File: src/rtl/dso_pkg.sv
// Shared types and constants for the DSO acquisition path.
package dso_pkg;

  localparam int unsigned ADDR_W = 9;
  localparam int unsigned DEPTH  = 2 ** ADDR_W;

  localparam logic TRIG_SRC_1 = 1'b0;
  localparam logic TRIG_SRC_2 = 1'b1;
  localparam logic EDGE_POS   = 1'b1;
  localparam logic EDGE_NEG   = 1'b0;

  typedef enum logic [2:0] {IDLE, PRE, ARMED, POST, DONE} cap_state_t;

endpackage

File: src/rtl/trig_detect.sv
// Trigger front end: synchronizes both comparators, selects one, and flags the chosen edge.
module trig_detect
  import dso_pkg::*;
(
  input  logic clk,
  input  logic rst,
  input  logic trig1,
  input  logic trig2,
  input  logic trig_src,
  input  logic trig_edge,
  output logic trig_evt
);

  logic [1:0] meta_q, sync_q;
  logic       lvl, lvl_q;

  always_ff @(posedge clk or posedge rst) begin
    if (rst) begin
      meta_q <= '0;
      sync_q <= '0;
      lvl_q  <= 1'b0;
    end else begin
      meta_q <= {trig2, trig1};
      sync_q <= meta_q;
      lvl_q  <= lvl;
    end
  end

  assign lvl      = (trig_src == TRIG_SRC_1) ? sync_q[0] : sync_q[1];
  assign trig_evt = (trig_edge == EDGE_NEG) ? (~lvl & lvl_q) : (lvl & ~lvl_q);

endmodule

File: src/rtl/capture_ctrl.sv
// Acquisition sequencer: ADC/RAM clocks, decimated circular capture around a trigger,
// and oldest-first readback of the finished record.
module capture_ctrl #(
  parameter int unsigned ADDR_W = $clog2(dso_pkg::DEPTH),
  parameter int unsigned DEC_W  = 4
) (
  input  logic              clk,
  input  logic              rst,
  input  logic              trig1,
  input  logic              trig2,
  input  logic              trig_src,
  input  logic              trig_edge,
  input  logic [ADDR_W-1:0] trig_pos,
  input  logic [DEC_W-1:0]  decim,
  input  logic              arm,
  input  logic              abort,
  input  logic              rd_en,
  input  logic [ADDR_W-1:0] rd_idx,
  output logic              adc_clk,
  output logic              rclk,
  output logic              en,
  output logic              we,
  output logic [ADDR_W-1:0] addr,
  output logic              rd_vld,
  output logic              triggered,
  output logic              done
);

  localparam int unsigned     CntW     = ADDR_W + 1;
  localparam logic [CntW-1:0] DepthCnt = {1'b1, {ADDR_W{1'b0}}};

  dso_pkg::cap_state_t state_q, state_d;

  logic              adc_clk_q, tick;
  logic              src_q, edge_q;
  logic [ADDR_W-1:0] pos_q, wptr_q, addr_q;
  logic [DEC_W-1:0]  decim_q, dec_cnt_q;
  logic [CntW-1:0]   cnt_q;
  logic              en_q, we_q, rd_vld_q, triggered_q, done_q;
  logic [1:0]        rd_st_q;
  logic              trig_evt, capturing, pre_full, post_full;
  logic              wr_ok, wr_stb, trig_acc, rd_acc;

  trig_detect u_trig_detect (
    .clk      (clk),
    .rst      (rst),
    .trig1    (trig1),
    .trig2    (trig2),
    .trig_src (src_q),
    .trig_edge(edge_q),
    .trig_evt (trig_evt)
  );

  // RAM strobes launch on the edge where rclk falls so they are stable at the next rclk rise.
  assign tick      = ~adc_clk_q;
  assign capturing = state_q inside {dso_pkg::PRE, dso_pkg::ARMED, dso_pkg::POST};
  assign pre_full  = (state_q == dso_pkg::PRE) && (cnt_q == DepthCnt - {1'b0, pos_q});
  assign post_full = (state_q == dso_pkg::POST) && (cnt_q == {1'b0, pos_q});
  assign wr_ok     = capturing && !post_full && !arm && !abort;
  assign wr_stb    = tick && wr_ok && (dec_cnt_q == decim_q);
  assign trig_acc  = (state_q == dso_pkg::ARMED) && trig_evt && !arm && !abort;
  assign rd_acc    = rd_en && (state_q == dso_pkg::DONE) && (rd_st_q == 2'd0) && !arm && !abort;

  always_comb begin
    state_d = state_q;
    if (abort) begin
      state_d = dso_pkg::IDLE;
    end else if (arm) begin
      state_d = dso_pkg::PRE;
    end else begin
      unique case (state_q)
        dso_pkg::PRE:   if (pre_full)  state_d = dso_pkg::ARMED;
        dso_pkg::ARMED: if (trig_evt)  state_d = dso_pkg::POST;
        dso_pkg::POST:  if (post_full) state_d = dso_pkg::DONE;
        default: ;
      endcase
    end
  end

  always_ff @(posedge clk or posedge rst) begin
    if (rst) state_q <= dso_pkg::IDLE;
    else     state_q <= state_d;
  end

  always_ff @(posedge clk or posedge rst) begin
    if (rst) begin
      adc_clk_q   <= 1'b0;
      src_q       <= 1'b0;
      edge_q      <= 1'b0;
      pos_q       <= '0;
      decim_q     <= '0;
      dec_cnt_q   <= '0;
      wptr_q      <= '0;
      addr_q      <= '0;
      cnt_q       <= '0;
      en_q        <= 1'b0;
      we_q        <= 1'b0;
      rd_st_q     <= 2'd0;
      rd_vld_q    <= 1'b0;
      triggered_q <= 1'b0;
      done_q      <= 1'b0;
    end else begin
      adc_clk_q <= ~adc_clk_q;
      rd_vld_q  <= (rd_st_q == 2'd2) && !abort && !arm;
      if (abort || arm) begin
        en_q        <= 1'b0;
        we_q        <= 1'b0;
        rd_st_q     <= 2'd0;
        triggered_q <= 1'b0;
        done_q      <= 1'b0;
        if (!abort) begin
          src_q     <= trig_src;
          edge_q    <= trig_edge;
          pos_q     <= trig_pos;
          decim_q   <= decim;
          dec_cnt_q <= '0;
          cnt_q     <= '0;
        end
      end else begin
        if (tick && wr_ok) dec_cnt_q <= (dec_cnt_q == decim_q) ? '0 : dec_cnt_q + 1'b1;
        if (wr_stb) begin
          en_q   <= 1'b1;
          we_q   <= 1'b1;
          addr_q <= wptr_q;
          wptr_q <= wptr_q + 1'b1;
          if (state_q != dso_pkg::ARMED) cnt_q <= cnt_q + 1'b1;
        end else if (rd_acc) begin
          en_q    <= 1'b1;
          we_q    <= 1'b0;
          addr_q  <= wptr_q + rd_idx;
          rd_st_q <= 2'd1;
        end else if (rd_st_q == 2'd3 || (tick && rd_st_q == 2'd0)) begin
          en_q <= 1'b0;
          we_q <= 1'b0;
        end
        // Read strobe is held across one full rclk period; state 3 releases it.
        if (rd_st_q != 2'd0) rd_st_q <= rd_st_q + 2'd1;
        if (trig_acc) begin
          cnt_q       <= '0;
          triggered_q <= 1'b1;
        end
        if (post_full) done_q <= 1'b1;
      end
    end
  end

  assign adc_clk   = adc_clk_q;
  assign rclk      = ~(adc_clk_q | rst);
  assign en        = en_q;
  assign we        = we_q;
  assign addr      = addr_q;
  assign rd_vld    = rd_vld_q;
  assign triggered = triggered_q;
  assign done      = done_q;

endmodule
File: config.mk
export PLATFORM = sky130hd
export DESIGN_NAME = capture_ctrl
export DESIGN_NICKNAME = d
export VERILOG_FILES = /design/src/rtl/dso_pkg.sv /design/src/rtl/trig_detect.sv /design/src/rtl/capture_ctrl.sv
export SDC_FILE = /design/constraint.sdc
export NUM_CORES = 1
export LEC_CHECK = 0
export BUFFER_PORTS_ARGS = -buffer_cell sky130_fd_sc_hd__buf_4
export CELL_PAD_IN_SITES_DETAIL_PLACEMENT = 0
export CELL_PAD_IN_SITES_GLOBAL_PLACEMENT = 2
export CORE_UTILIZATION = 37
export CTS_CLUSTER_DIAMETER = 60
export DETAILED_ROUTE_END_ITERATION = 12
export PLACE_DENSITY_LB_ADDON = 0.1
export SETUP_SLACK_MARGIN = 0.4
export SYNTH_ARGS = -nofsm -noshare
export SYNTH_HDL_FRONTEND = slang
export SYNTH_HIERARCHICAL = 1
export SYNTH_SLANG_ARGS = --single-unit
File: constraint.sdc
create_clock -name clk -period 3 [get_ports clk]
set_clock_uncertainty 0.1 [all_clocks]
set_input_delay 0.45 -clock clk [delete_from_list [all_inputs] [get_ports clk]]
set_output_delay 0.45 -clock clk [all_outputs]
set_load 0.005 [all_outputs]
Yosys cells after proc, flatten, opt, wreduce, memory -nomap -nowiden
Index checks and enable logic that the tools add are counted.
{"block": "word_totals", "word_cells": 124, "in_bits": 31, "regBits": 63, "output_inout_bits": 16}
{"block": "op_classes", "n_addsub": 6, "n_bitwise": 9, "n_eq_ne": 15, "n_mux": 34, "n_reduce_logical": 41}
{"cell": "10-bit 2-to-1 mux", "n": 5}
{"cell": "9-bit 2-to-1 mux", "n": 2}
{"cell": "1-bit logical AND", "n": 17}
{"cell": "4-bit 2-to-1 mux", "n": 4}
{"cell": "3-bit 2-to-1 mux", "n": 5}
{"cell": "1-bit 2-to-1 mux", "n": 13}
{"cell": "4-bit inequality test (second input constant)", "n": 3}
{"cell": "3-bit nonzero test", "n": 4}
{"cell": "10-bit by 1-bit adder with 10-bit output (second input constant)", "n": 1}
{"cell": "10-bit == test", "n": 1}
{"cell": "10-bit by 9-bit == test with 1-bit output", "n": 1}
{"cell": "2-bit AND reduction", "n": 5}
{"cell": "2-bit nonzero test", "n": 5}
{"cell": "10-bit by 9-bit subtractor with 10-bit output (first input constant)", "n": 1}
{"cell": "9-bit by 1-bit adder with 9-bit output (second input constant)", "n": 1}
{"cell": "9-bit adder", "n": 1}
{"cell": "3-bit case mux with 3 select lines", "n": 1}
{"cell": "2-bit 2-to-1 mux", "n": 4}
{"cell": "3-bit by 2-bit == test with 1-bit output (second input constant)", "n": 2}
{"cell": "1-bit inverter", "n": 6}
{"cell": "5-bit nonzero test", "n": 1}
{"cell": "4-bit by 1-bit adder with 4-bit output (second input constant)", "n": 1}
{"cell": "2-bit == test (second input constant)", "n": 2}
{"cell": "4-bit == test", "n": 1}
{"cell": "other kinds (14)", "n": 18}

Logic depth before layout (Yosys ltp)
Gate-level depths: netlist of the first run.
{"block": "logic_depth", "word_depth": 11, "depth_mapped": 9, "mapped_depth_nobuf": 9}

Cells and area by module
The synthesis of the first run kept the hierarchy.
{"module": "capture_ctrl", "area_per_inst_um2": 3502.1, "cells_per_inst": 365, "seq_area_each_um2": 1451.4, "n_inst": 1}
{"module": "trig_detect", "area_per_inst_um2": 166.4, "cells_per_inst": 10, "seq_area_each_um2": 125.1, "n_inst": 1}

Least setup slack after synthesis of the first run
Ideal clock, no wire load.
{"block": "synth_path", "kind": "flip-flop to flip-flop", "from": "register wptr_q[0]", "to": "register addr_q[8], in the netlist addr[8]", "path_slack_ns": 0.803, "n_path_buf": 0, "required_time_ns": 2.772, "path_stages_with_launch": 10, "arrival_time_ns": 1.969, "setup_time_ns": 0.128, "period_less_slack_ns": 2.197, "cell_sequence": "dfrtp_1 ha_1 inv_1 fa_1 nor2b_1 o2111ai_1 and3_1 o32ai_1 and3_1 a211oi_1"}
{"block": "synth_via", "elab_chain_cells": 3}
{"element": "from (decl)", "line": "capture_ctrl.sv:36", "rtl": "logic [ADDR_W-1:0] pos_q, wptr_q, addr_q;"}
{"element": "from (signal assigned)", "line": "capture_ctrl.sv:125", "rtl": "wptr_q <= wptr_q + 1'b1;"}
{"element": "9-bit adder", "line": "capture_ctrl.sv:130", "rtl": "addr_q <= wptr_q + rd_idx;"}
{"element": "9-bit 2-to-1 mux", "line": "capture_ctrl.sv:127", "rtl": "end else if (rd_acc) begin"}
{"element": "9-bit 2-to-1 mux", "line": "capture_ctrl.sv:121", "rtl": "if (wr_stb) begin"}
{"element": "to (signal assigned)", "line": "capture_ctrl.sv:124", "rtl": "addr_q <= wptr_q;"}
{"element": "to (signal assigned)", "line": "capture_ctrl.sv:130"}
{"element": "to (decl)", "line": "capture_ctrl.sv:36"}
Every way passes these cells. The select of a mux whose other input is x is not followed.
A chain may end at the register's enable or synchronous reset.

Final worst setup path of the first run
Same ends and word-level chain as after synthesis.

==> results of run 1 <==
## worst min path at each step
stage | startpoint | endpoint | slack, ps | depth (start not counted)
2_1_floorplan | rst | u_trig_detect/lvl_q$_DFF_PP0_ | 130 | 1
3_3_place_gp | u_trig_detect/meta_q[1]$_DFF_PP0_ | u_trig_detect/sync_q[1]$_DFF_PP0_ | 230 | 0
3_5_place_dp | u_trig_detect/meta_q[1]$_DFF_PP0_ | u_trig_detect/sync_q[1]$_DFF_PP0_ | 240 | 0
4_1_cts | trig2 | u_trig_detect/meta_q[1]$_DFF_PP0_ | 90 | 1
5_1_grt | trig2 | u_trig_detect/meta_q[1]$_DFF_PP0_ | 70 | 1
6_report | trig2 | u_trig_detect/meta_q[1]$_DFF_PP0_ | 110 | 1
## routing by layer
metal | vias to the layer above | part of all wire, %
met1 | 1389 | 47
met4 | 0 | 0.62
met3 | 5 | 2.7
li1 | 1442 | -
met5 | - | 0
met2 | 35 | 50
## worst max-delay path: cells and delay by family (launching register included)
family	cells	cell delay, ps
AO/OA/AOI/OAI	3	520
flip-flops	1	440
AND/OR/NAND/NOR	3	620
adder cells (fa/ha/maj)	2	580
buffers and inverters	1	50
## logic make-up (layout without fill, tap and decap cells)
kind of cell | Yosys count | count (layout)
AOI/OAI and AO/OA | 60 | 60
DFF | 63 | 63
muxes | 24 | 24
xor gates and xnor gates | 39 | 39
adders and majority gates | 16 | 16
buffers and inverters | 30 | 89
and+or+nand+nor | 143 | 143
## cells in the final DEF (no fill, tap or decap), types with 2 or more instances in the layout
cell type  instances
nand4_1            4
mux2i_1            9
nor4_1             6
nor4b_1            2
or4_1              3
nor3_1             9
nand2b_1           9
nor3b_1            3
and3_1             6
o211ai_1           3
nor2_1            38
clkbuf_8           9
nand4b_1           2
or2_2              2
a21oi_1            7
xor2_1            13
a211oi_1           3
or3_1              2
and4_1             2
o2bb2ai_1          2
nand3b_1           3
nand2_1           23
nand3_1           17
bufinv_16          2
ha_1              15
o21ai_0           21
inv_6              3
dfrtp_1           62
a31oi_1            7
o21ai_1            2
buf_4             54
nor2b_1            3
mux2_2            14
inv_1             17
xnor2_1           26
## area by class of cell
class,count,area [um^2],share of cell area (%)
clock buffer,9,123.9,2.799
clock inverter,7,102.6,2.318
multi-input combinational,282,1977,44.67
tap,129,161.4,3.647
timing repair buffer,55,415.4,9.386
inverter,18,67.56,1.527
sequential,63,1578,35.65
## through the flow
stage | hold slack [ps] | std cells | worst slack [ps] | util (%)
after floorplan | 128.5 | 375 | 803.3 | -
after global routing | 66.69 | 563 | 395.7 | 47.00
after CTS | 85.03 | 563 | 457.1 | 46.90
final | 106.1 | 563 | 569.7 | 47.00
after detailed placement | 235.5 | 546 | 484.4 | 44.39
after global placement | 232.7 | 546 | 534.3 | 44.39
## sequential cells by signal, summed over array words and instances, names as in the netlist, 3 cells and up
name and cells:
pos_q 9, decim_q 4, dec_cnt_q 4, wptr_q 9
addr 9, state_q 3, cnt_q 10
## what timing repair did
| action | CTS | global route |
|---|---|---|
| resized for setup | 0 | 3 |
| hold buffers | 1 | 0 |
| endpoints found under the hold margin | 5 | 0 |
| setup endpoints to repair | 0 | 3 |
## power groups by stage
stage / Combinational [mW] / Clock, mW / Sequential [mW]
after detailed placement: 0.320 / 0 / 0.982
after CTS: 0.323 / 0.890 / 0.966
after floorplan: 0.233 / 0 / 0.961
final: 0.318 / 0.857 / 0.967
after global routing: 0.360 / 0.928 / 0.976
after global placement: 0.319 / 0 / 0.980
==> flow_summary.yaml, run 1 <==
global_route:
  grt_pass1_wl_um: 14370
  track_usage_pct: 18.11
  grt-ovfl-total: 0
  use_met3_pct: 5.107
  grt_max_degree: 59
  grt.busiest_layer: "met2"
  first_global_vias: 2873
  use_met2_pct: 30.61
  antenna_found_initial: 0
  use_met1_pct: 23.13
sta:
  min_period_ps: 2430
  rsz0062_at_grt: "true"
  finalSetupViolations: 0
  final.period_utilization_pct: 81.01
  max_clock_freq_mhz: 411.5
  fin_setup_tns_ps: 0
  relSlewSlack_pct: 49.95
  worstMarginPinSlew_ps: 750.7
  hold_viol: 0
  slew_violations: 0
floorplanning:
  rows: 35
  ios: 47
  start_util_pct: 38.96
  die_h_um: 101.6
  core_area_um2: 9415
  die_area_um2: 10320
  fp.dieW_um: 101.6
power_and_ir_drop:
  power.density_nw_per_um2: 483.8
  clock_power_share_pct: 40.0
  switching_share_pct: 28.16
  power_leakage_nw: 1.945
  internal-power_mw: 1.538
  p_comb_share_pct: 14.8
  power_frac_seq_pct: 45.1
  ir_drop_mv: 0.2528
  p_sw_mw: 0.6028
  total_power_mw: 2.141
critical_path:
  worstSetupPathType: "reg -> reg"
  crit_chain: "ha_1 > inv_1 > fa_1 > nor2b_2 > o2111ai_1 > and3_1 > o32ai_1 > and3_1 > a211oi_1"
  slowest_stage: "dfrtp_2"
  crit_arrival_ps: 2550
  rrSetupSlack_ps: 570
  end_kind: "flip-flop"
  startpoint: "wptr_q[0]$_DFFE_PP0P_"
  crit_top_cell: "and3_1"
  cp-endpoint: "addr[8]$_DFFE_PP0P_"
  cp_max_fo: 7
  startpoint_type: "flip-flop"
  r2r_start: "wptr_q[0]$_DFFE_PP0P_"
  worst-r2r-cell-count: 9
  cp.required_ps: 3120
  r2r-end: "addr[8]$_DFFE_PP0P_"
  max_stage_delay_ps: 440
cts:
  cts_buffers: 9
  clock-root-buffer: "clkbuf_8"
  clk_latency_ps: 340
  tritoncts: "yes"
  cts_max_level: 3
  clk_path_buf_depth: 2
  cts_sinks: 63
  clk_pin_slew_ps: 80
  post_cts_buffers: 0
synth:
  syn_area_per_cell_um2: 9.783
  async_reset_ff_share_pct: 100.0
  synth_area_um2: 3669
  synth_common_cells: "dfrtp_1 (63), nor2_1 (38), xnor2_1 (26)"
  synth_edf_count: 0
  syn_inst: 375
  synth_top_family_by_area: "simple AND/OR/NAND/NOR gates"
  ys.flop_type: "dfrtp_1"
  synth_top_area_share_pct: 42.97
  yosys.area_share.adder_pct: 5.662
  synth_top_area_cell: "dfrtp_1"
  synth_xor_area_share_pct: 9.311
  synthesis.nets: 422
  synth_compound_area_share_pct: 10.44
  synth_most_common_cell: "dfrtp_1"
  synth_mux_area_share_pct: 7.162
  synth.yosys.seq_area_share_pct: 42.97
  yosys_warnings: 6
  synth_seq_cells: 63
  yosys.area_share.simple_pct: 21.08
  synth_area_leaders: "dfrtp_1 (43%), xnor2_1 (6.2%), ha_1 (5.1%)"
  netlist-cell-type-count: 60
job:
  maxCapViolCount: 0
hold_path:
  hold_class: "in -> reg"
placement:
  hpwl_um: 5931
  place.gp.congestion: 0.7610
  placedInstanceArea_um2: 4179
  io_buffers: 46
detailed_routing:
  wire_per_inst_um: 14.58
  antenna_left: 0
  drtIter0Drc: 84
  viasPerCell: 5.099
  via_count: 2871
  dr.pass1.iters: 4
  routed_wl_um: 8210
  route.detailed.drc: 0
cells_and_area:
  drive_above_1_share_pct: 22.35
  design_area_um2: 4425
  fillers: 961
  nNetsFinal: 476
  antenna_cells: 0
  syn2layout_area_growth_pct: 20.63
run_status:
  status: "finished clean"
No activity file was read; power rests on OpenSTA's default activity.
==> run 2: changes to the inputs <==
CORE_UTILIZATION = 33   (was 37)
clock period = 2 ns   (was 3 ns; I/O delays follow)
==> flow_summary.yaml, run 2 (synthesis gave the netlist of run 1 again) <==
critical_path:
  end_kind: "flip-flop"
  r2r_start: "pos_q[3]$_DFFE_PP0P_"
  worstSetupPathType: "reg -> reg"
  worst-r2r-cell-count: 7
  rrSetupSlack_ps: -160
  r2r-end: "state_q[0]$_DFFE_PP0P_"
  crit_arrival_ps: 2300
  cp.required_ps: 2140
  startpoint_type: "flip-flop"
  cp_max_fo: 7
power_and_ir_drop:
  internal-power_mw: 2.598
  ir_drop_mv: 0.4524
  clock_power_share_pct: 35.7
  switching_share_pct: 27.08
  p_comb_share_pct: 24.4
  power.density_nw_per_um2: 624.5
  power_leakage_nw: 2.572
  p_sw_mw: 0.9652
  total_power_mw: 3.564
  power_frac_seq_pct: 39.8
global_route:
  antenna_found_initial: 0
  grt_pass1_wl_um: 16770
  first_global_vias: 3484
  track_usage_pct: 18.91
  grt_max_degree: 59
  grt-ovfl-total: 0
run_status:
  status: "finished with violations"
  violations: "setup timing"
cells_and_area:
  syn2layout_area_growth_pct: 55.56
  largest_register_ff_count: 10
  layout_common_cells: "buf_4 (121), dfrtp_1 (63), nor2_1 (35)"
  fillers: 1015
  fin_util_pct: 52.64
  nNetsFinal: 571
  register_area_um2: 1577
  final_common_cell: "buf_4"
  antenna_cells: 0
  design_area_um2: 5707
  drive_above_1_share_pct: 45.18
  regMostFlops: "cnt_q"
  multi_input_area_um2: 2422
placement:
  placedInstanceArea_um2: 4861
  io_buffers: 46
  pre_cts_slack_ps: -227.4
  hpwl_um: 7065
  place.gp.congestion: 0.7974
sta:
  min_period_ps: 2159
  hold_viol: 0
  slew_violations: 0
  max_clock_freq_mhz: 463.2
  worst_slack_ps: -158.7
  rsz0062_at_grt: "true"
  relSlewSlack_pct: 72.49
  worstMarginPinSlew_ps: 410.2
  finalSetupViolations: 23
  final.period_utilization_pct: 107.9
cts:
  cts_sinks: 63
  cts_buffers: 9
  tritoncts: "yes"
  clk_latency_ps: 350
  clk_path_buf_depth: 2
  clock-root-buffer: "clkbuf_8"
  cts_max_level: 3
  clk_pin_slew_ps: 70
detailed_routing:
  wire_per_inst_um: 14.81
  antenna_left: 0
  viasPerCell: 4.876
  dr.pass1.iters: 6
  route.detailed.drc: 0
  via_count: 3262
  drtIter0Drc: 89
  routed_wl_um: 9910
floorplanning:
  ios: 47
  die_area_um2: 11540
  start_util_pct: 33.84
  core_area_um2: 10840
  rows: 38
  die_h_um: 107.4
  fp.dieW_um: 107.4
job:
  maxCapViolCount: 0
hold_path:
  min_from: "trig_pos[0]"
  hold-path-endpoint: "pos_q[0]$_DFFE_PP0P_"
  hold_class: "in -> reg"
  min_delay_path_depth: 3
==> run 2: area by class of cell <==
| cell class | count | area share, % |
|---|---|---|
| Multi-Input combinational cell | 283 | 42.45 |
| Timing Repair Buffer | 149 | 21.68 |
| Clock buffer | 13 | 2.784 |
| Clock inverter | 3 | 1.140 |
| Inverter | 18 | 1.250 |
| Sequential cell | 63 | 27.63 |
| Tap cell | 140 | 3.070 |
==> run 2: worst max path at each step <==
| stage | from | endpoint | slack (ps) |
|---|---|---|---|
| 2_1_floorplan | wptr_q[0]$_DFFE_PP0P_ | addr[8]$_DFFE_PP0P_ | -120 |
| 3_3_place_gp | pos_q[0]$_DFFE_PP0P_ | state_q[0]$_DFFE_PP0P_ | -240 |
| 3_5_place_dp | pos_q[2]$_DFFE_PP0P_ | state_q[0]$_DFFE_PP0P_ | -230 |
| 4_1_cts | pos_q[0]$_DFFE_PP0P_ | state_q[0]$_DFFE_PP0P_ | -150 |
| 5_1_grt | pos_q[0]$_DFFE_PP0P_ | state_q[0]$_DFFE_PP0P_ | -250 |
| 6_report | pos_q[3]$_DFFE_PP0P_ | state_q[0]$_DFFE_PP0P_ | -160 |
==> run 2: timing repair <==
action,CTS,global route
endpoints found under the hold margin,65,0
cloned,1,0
setup buffers,18,4
pin swaps,36,24
hold buffers,3,0
endpoints found under the setup margin,39,42
gates resized for setup,60,29
==> run 2: power groups by stage <==
stage                     Combinational [mW]  Clock [mW]  Sequential (mW)
after floorplan                        0.386           0             1.45
after global placement                 0.676           0             1.44
after detailed placement               0.682           0             1.44
after CTS                              0.809        1.32             1.41
after global routing                   0.958        1.37             1.43
final                                  0.871        1.27             1.42
==> run 2: routing by layer <==
layer  global-route usage [%]  up-vias  wire, um
met5                        0        -         0
met2                    33.69       52      5046
li1                         -     1635         -
met4                    5.675        0       127
met1                    23.02     1564      4437
met3                    3.571       11       298
==> run 2: critical path: stages (launching register included) <==
cell      delay [ps]
dfrtp_1          380
buf_4            160
or4_4            450
o31ai_2          230
a31oi_1          100
a31oi_1          220
nand4b_1         160
a41o_1           250
==> run 2: metrics by stage <==
stage / setup TNS (ps) / hold WS (ps) / std cells
2_1_floorplan: -315.2 / -21.48 / 375
6_report: -1135 / 52.84 / 669
4_1_cts: -1407 / 41.99 / 665
3_5_place_dp: -2644 / 141.3 / 627
3_3_place_gp: -2040 / 134.8 / 627
5_1_grt: -4607 / 63.90 / 669
